===== src/rtl/multi_button_debouncer.sv =====
// N-lane push-button conditioner: two-flop synchroniser, counting debounce filter,
// registered press/release pulses and an optional hold-to-auto-repeat pulse train.
module multi_button_debouncer #(
  parameter int                N_BUTTONS     = 4,
  parameter int                CNT_WIDTH     = 16,
  parameter bit                ACTIVE_LOW    = 1'b1,
  parameter bit                REPEAT_EN     = 1'b1,
  parameter int                HOLD_W        = 24,
  parameter logic [HOLD_W-1:0] HOLD_CYCLES   = 24'd12_500_000,
  parameter logic [HOLD_W-1:0] REPEAT_CYCLES = 24'd2_500_000
) (
  input  logic                 clock,
  input  logic                 reset,
  input  logic [N_BUTTONS-1:0] pb,
  output logic [N_BUTTONS-1:0] state,
  output logic [N_BUTTONS-1:0] down,
  output logic [N_BUTTONS-1:0] up,
  output logic [N_BUTTONS-1:0] repeat_pulse,
  output logic                 any_pressed
);

  localparam logic [CNT_WIDTH-1:0] CNT_ZERO  = {CNT_WIDTH{1'b0}};
  localparam logic [CNT_WIDTH-1:0] CNT_FULL  = {CNT_WIDTH{1'b1}};
  localparam logic [CNT_WIDTH-1:0] CNT_ONE   = CNT_WIDTH'(1'b1);
  localparam logic [HOLD_W-1:0]    HOLD_ZERO = {HOLD_W{1'b0}};
  localparam logic [HOLD_W-1:0]    HOLD_ONE  = HOLD_W'(1'b1);
  // Terminal counts: the hold counter equals the cycle index inside the current interval
  localparam logic [HOLD_W-1:0]    HOLD_LAST = HOLD_CYCLES - HOLD_ONE;
  localparam logic [HOLD_W-1:0]    REP_LAST  = REPEAT_CYCLES - HOLD_ONE;

  for (genvar i = 0; i < N_BUTTONS; i++) begin : g_ch
    logic                 s0_r;
    logic                 s1_r;
    logic [CNT_WIDTH-1:0] cnt_r;
    logic [CNT_WIDTH-1:0] cnt_next_s;
    logic                 state_r;
    logic                 state_next_s;
    logic                 down_r;
    logic                 up_r;
    logic                 rep_s;

    // Debounce filter: count consecutive mismatch cycles, toggle on the all-ones count
    always_comb begin
      cnt_next_s   = CNT_ZERO;
      state_next_s = state_r;
      if (s1_r == state_r) begin
        cnt_next_s   = CNT_ZERO;
        state_next_s = state_r;
      end else if (cnt_r == CNT_FULL) begin
        cnt_next_s   = CNT_ZERO;
        state_next_s = ~state_r;
      end else begin
        cnt_next_s   = cnt_r + CNT_ONE;
        state_next_s = state_r;
      end
    end

    // Synchroniser, filter state and edge pulses, all registered together
    always_ff @(posedge clock) begin
      if (reset) begin
        s0_r    <= 1'b0;
        s1_r    <= 1'b0;
        cnt_r   <= CNT_ZERO;
        state_r <= 1'b0;
        down_r  <= 1'b0;
        up_r    <= 1'b0;
      end else begin
        s0_r    <= pb[i] ^ ACTIVE_LOW;
        s1_r    <= s0_r;
        cnt_r   <= cnt_next_s;
        state_r <= state_next_s;
        down_r  <= state_next_s & ~state_r;
        up_r    <= state_r & ~state_next_s;
      end
    end

    if (REPEAT_EN) begin : g_rep
      logic [HOLD_W-1:0] hold_cnt_r;
      logic [HOLD_W-1:0] hold_next_s;
      logic              first_done_r;
      logic              first_next_s;
      logic              rep_r;
      logic              rep_next_s;

      // Hold timing only advances while the level stays pressed into the next cycle
      always_comb begin
        hold_next_s  = HOLD_ZERO;
        first_next_s = 1'b0;
        rep_next_s   = 1'b0;
        if (state_r && state_next_s) begin
          if (hold_cnt_r == (first_done_r ? REP_LAST : HOLD_LAST)) begin
            hold_next_s  = HOLD_ZERO;
            first_next_s = 1'b1;
            rep_next_s   = 1'b1;
          end else begin
            hold_next_s  = hold_cnt_r + HOLD_ONE;
            first_next_s = first_done_r;
            rep_next_s   = 1'b0;
          end
        end else begin
          hold_next_s  = HOLD_ZERO;
          first_next_s = 1'b0;
          rep_next_s   = 1'b0;
        end
      end

      // Hold counter and repeat pulse register
      always_ff @(posedge clock) begin
        if (reset) begin
          hold_cnt_r   <= HOLD_ZERO;
          first_done_r <= 1'b0;
          rep_r        <= 1'b0;
        end else begin
          hold_cnt_r   <= hold_next_s;
          first_done_r <= first_next_s;
          rep_r        <= rep_next_s;
        end
      end

      assign rep_s = rep_r;
    end else begin : g_no_rep
      assign rep_s = 1'b0;
    end

    assign state[i]        = state_r;
    assign down[i]         = down_r;
    assign up[i]           = up_r;
    assign repeat_pulse[i] = rep_s;
  end

  assign any_pressed = |state;

  multi_button_debouncer_checker #(
    .N_BUTTONS(N_BUTTONS)
  ) u_checker (
    .clock        (clock),
    .reset        (reset),
    .state        (state),
    .down         (down),
    .up           (up),
    .repeat_pulse (repeat_pulse)
  );

endmodule

// Output relationship properties for the conditioner lanes.
module multi_button_debouncer_checker #(
  parameter int N_BUTTONS = 4
) (
  input logic                 clock,
  input logic                 reset,
  input logic [N_BUTTONS-1:0] state,
  input logic [N_BUTTONS-1:0] down,
  input logic [N_BUTTONS-1:0] up,
  input logic [N_BUTTONS-1:0] repeat_pulse
);

  localparam logic [N_BUTTONS-1:0] NONE = {N_BUTTONS{1'b0}};

  a_down_up_excl: assert property (@(posedge clock) disable iff (reset) (down & up) == NONE);
  a_down_pressed: assert property (@(posedge clock) disable iff (reset) (down & ~state) == NONE);
  a_up_released:  assert property (@(posedge clock) disable iff (reset) (up & state) == NONE);
  a_rep_held:     assert property (@(posedge clock) disable iff (reset) (repeat_pulse & ~state) == NONE);
  a_rep_not_down: assert property (@(posedge clock) disable iff (reset) (repeat_pulse & down) == NONE);
  a_down_edge:    assert property (@(posedge clock) disable iff (reset) down == (state & ~$past(state)));

endmodule


===== config.mk =====
export PLATFORM = sky130hd
export DESIGN_NAME = multi_button_debouncer
export DESIGN_NICKNAME = d
export VERILOG_FILES = /design/src/rtl/multi_button_debouncer.sv
export SDC_FILE = /design/constraint.sdc
export NUM_CORES = 1
export LEC_CHECK = 0
export CORE_UTILIZATION = 52
export CTS_CLUSTER_SIZE = 20
export DETAILED_ROUTE_END_ITERATION = 8
export PLACE_DENSITY = 0.69
export SETUP_SLACK_MARGIN = 0.3
export SLEW_MARGIN = 20
export SYNTH_ARGS = -nofsm -noshare
export SYNTH_HDL_FRONTEND = slang
export SYNTH_SLANG_ARGS = --single-unit

===== constraint.sdc =====
create_clock -name clock -period 5.1 [get_ports clock]
set_input_delay 1.275 -clock clock [delete_from_list [all_inputs] [get_ports clock]]
set_output_delay 1.275 -clock clock [all_outputs]
set_load 0.05 [all_outputs]

# Yosys cells after proc, flatten, opt, wreduce, memory -nomap -nowiden
# Index checks and enable logic that the tools add are counted.
# word_totals
reg_bits	188
out_inout_bits	17
elab_cells	113
# classes
n_eq_ne	12
n_reduce_logical	17
muxes	16
addsub	8
n_bitwise	24
# ops
operator	n
$add 24x1->24 const B	4
$eq 24x24->1	4
$mux 24	4
$add 16x1->16 const B	4
$eq 16x16->1 const B	4
$reduce_or 3->1	8
$not 1->1	16
$mux 1	12
$and 1x1->1	8
$reduce_or 2->1	4
$eq 1x1->1	4
$logic_and 1x1->1	4
$reduce_or 4->1	1

# Logic depth before layout (Yosys ltp)
# logic_depth
word_depth	6
ltp_mapped	7

# Worst setup path before layout
# Ideal clock, no wire load.
# synth_path
path_kind	in2reg
from	input reset
to	register g_ch[1].cnt_r[10]
t_arrival_ps	2294
path_slack_ps	2678
path_stages	6
t_required_ps	4972
setup_ps	128
n_path_buf	2
path_cell_list	clkbuf_1 > inv_1 > nand2_1 > o21bai_1 > clkbuf_1 > nor2_1
# synth_via
elab_chain_cells	1
# synth_rtl
item	line_no	source
start: declaration	13	input logic reset,
$reduce_or 3->1 (no source line)	--	
end signal: assignment	70	cnt_r <= cnt_next_s;
end: declaration	34	logic [CNT_WIDTH-1:0] cnt_r;
# No other way between the ends.
# A chain may end at the register's enable or synchronous reset.

# Worst setup path in the final report
# layout_path
from	register g_ch[1].state_r
to	output any_pressed
# layout_via
elab_chain_cells	1
# layout_rtl
item	line_no	source
start: declaration	36	logic state_r;
start signal: assignment	71	state_r <= state_next_s;
$reduce_or 4->1	131	assign any_pressed = |state;
end: declaration	19	output logic any_pressed
# No other way between the ends.

==> flow_metrics.env <==
export IMPL_setup_slack_ps=1760
export IMPL_wl_per_cell_um=13.4
export IMPL_die_y_um=131
export IMPL_io_pins=23
export IMPL_wl_um=16000
export IMPL_slew_violations=0
export IMPL_netlist_instances=974
export IMPL_fin_cells=1196
export IMPL_min_period_ps=3340
export IMPL_numCtsBuffers=17
export IMPL_path_cells="or4_1, clkdlybuf4s50_1"
export IMPL_n_antenna_cell=0
export IMPL_ys_seq_elements=188
export IMPL_status="finished clean"
export IMPL_clkTransAtPathRegs_ps=70
export IMPL_h_tree_depth=4
export IMPL_post_dp_hpwl_um=10600
export IMPL_worstPathArrival_ps=2070
export IMPL_synth_edf_count=0
export IMPL_hp_class="reg2reg"
export IMPL_die_area_mm2=0.0172
export IMPL_cts_sinks=188
export IMPL_layout_drive_gt1_share_pct=6.43
export IMPL_viasPerCell=5.59
export IMPL_vias=6683
export IMPL_power_total_w=0.00285
export IMPL_critical_path_class="reg2out"
export IMPL_peakVddDrop_v=0.000287
export IMPL_clk_latency_ps=440
export IMPL_critPathBufInv=1
export IMPL_leakage_nw=2.66
export IMPL_required_ps=3830
export IMPL_syn_area_mm2=0.00865
export IMPL_core_area_mm2=0.0161
export IMPL_layout_commonest_cell="dfxtp_1"
export IMPL_initial_utilization_pct=53.9
export IMPL_max_freq_mhz=299
export IMPL_synth_top_cell_area_share_pct=43.5
export IMPL_yosysSeqAreaShare_pct=43.5
export IMPL_cts_tree="built"
export IMPL_drt_antenna_violating_nets=0
export IMPL_final_core_util_pct=59.5
export IMPL_fp_row_count=46
export IMPL_cts_root_buf="clkbuf_16"
export IMPL_slew_headroom_pct=26.2
export IMPL_ys_warn_count=0
export IMPL_place_gp_congestion=0.821
export IMPL_rsz0062_at_grt="false"
export IMPL_final_cell_mix="dfxtp_1, nor2_1, nor3_1"
export IMPL_syn_to_final_growth_pct=10.4
export IMPL_dominantRegCellSynth="dfxtp_1"
export IMPL_firstDrtPassIters=7
export IMPL_synth_async_sr_flop_share_pct=0
export IMPL_cpMaxStageDelayCell="clkdlybuf4s50_1"
export IMPL_path_delay_family="buffers and inverters"
export IMPL_grt_max_degree=27
export IMPL_fin_crit_sh_pct=65.6
export IMPL_syn_num_nets=988
export IMPL_portBuffers=22
export IMPL_critPathMaxFanout=6
export IMPL_slowest_delay_ps=710
export IMPL_grt_pass1_wl_um=28200
export IMPL_die_width_um=131
export IMPL_pwr_density_cell_mw_per_mm2=299
export IMPL_ctsHoldBuffers=0
export IMPL_postCtsSetupRepairBufs=0
export IMPL_drc=0
export IMPL_setup_viol=0
export IMPL_cts_resized=0
export IMPL_hold_violations=0
export IMPL_antenna_found_initial=0
export IMPL_clk_path_buf_depth=2
export IMPL_synth_area_top_cells="dfxtp_1, xnor2_1, nor3_1"
export IMPL_synth_distinct_cells=55
export IMPL_max_cap_viol_count=0
export IMPL_final_nets=981
export IMPL_crit_path_end_kind="output pin"
export IMPL_place_ws_ps=1750
export IMPL_worstSetupStartpointType="register"
export IMPL_drtIter0Drc=436
export IMPL_setup_tns_ps=0
export IMPL_synth_area_per_cell_um2=8.88
export IMPL_grt_use_total_pct=20.2
export IMPL_overflow=0
export IMPL_dp_cells=1163
export IMPL_yosys_area_top_type="dfxtp_1"
export IMPL_grt_pass1_vias=6142
export IMPL_tightest_slew_ps=1110
export IMPL_finClkSkew_ps=9.93
-- state kept, by name, summed over array words and instances, names as in the netlist --
register	count
g_ch.s1_r	4
g_ch.g_rep.first_done_r	4
g_ch.up_r	4
g_ch.s0_r	4
g_ch.state_r	4
g_ch.g_rep.hold_cnt_r	96
g_ch.g_rep.rep_r	4
g_ch.cnt_r	64
g_ch.down_r	4
-- path summary, 6_finish.rpt --
| check | to | from | cells after the start | slack, ps |
|---|---|---|---|---|
| max | any_pressed | g_ch[1].state_r | 2 | 1760 |
| min | g_ch[1].s1_r | g_ch[1].s0_r | 1 | 440 |
| max reg2reg | g_ch[3].g_rep.hold_cnt_r[3] | g_ch[3].g_rep.hold_cnt_r[0] | 5 | 2530 |
| min reg2reg | g_ch[1].s1_r | g_ch[1].s0_r | 1 | 440 |
-- where the power goes --
| group | total [W] | switching [W] | internal (W) | leakage [nW] |
|---|---|---|---|---|
| logic | 0.0000155 | 0.00000893 | 0.00000653 | 0.852 |
| clock network | 0.00136 | 0.000610 | 0.000755 | 0.294 |
| registers | 0.00147 | 0.00000336 | 0.00147 | 1.52 |
| total | 0.00285 | 0.000623 | 0.00223 | 2.66 |
-- cells in the mapped netlist (23+ instances only) --
| cell type | instances |
|---|---|
| or3_1 | 37 |
| a211oi_1 | 23 |
| nor2_1 | 84 |
| nand4_1 | 45 |
| dfxtp_1 | 188 |
| nor4_1 | 24 |
| o21ai_0 | 38 |
| nand3_1 | 59 |
| inv_1 | 27 |
| xor2_1 | 42 |
| nor3_1 | 75 |
| nand2_1 | 61 |
| xnor2_1 | 68 |
-- kinds of logic after synthesis --
group	synth area share, %
multiplexers	0.116
AO/OA/AOI/OAI	9.21
AND/OR/NAND/NOR	30.3
adder cells (fa/ha/maj)	1.16
buffers and inverters	4.58
XOR/XNOR	11.1
flip-flops	43.5
-- per-layer routing --
| metal | wire length [µm] | up-vias | GRT usage, % |
|---|---|---|---|
| li1 | - | 3510 | - |
| met4 | 214 | 0 | 5.54 |
| met3 | 393 | 20 | 4.89 |
| met2 | 7340 | 59 | 33.3 |
| met5 | 0 | - | 0 |
| met1 | 8030 | 3094 | 26.4 |
-- final cells by class --
class	count	area (µm²)
Fill cell	1416	6510
Multi-Input combinational cell	706	4540
Sequential cell	188	3760
Clock buffer	18	439
Tap cell	216	270
Timing Repair Buffer	27	262
Clock inverter	14	173
Inverter	27	101
-- through the flow --
step	hold WS, ps	instance area [µm²]
2_1_floorplan	414	8650
3_3_place_gp	419	8920
3_5_place_dp	425	8920
4_1_cts	442	9530
5_1_grt	460	9550
6_report	438	9550
(Power assumes the default switching activity.)
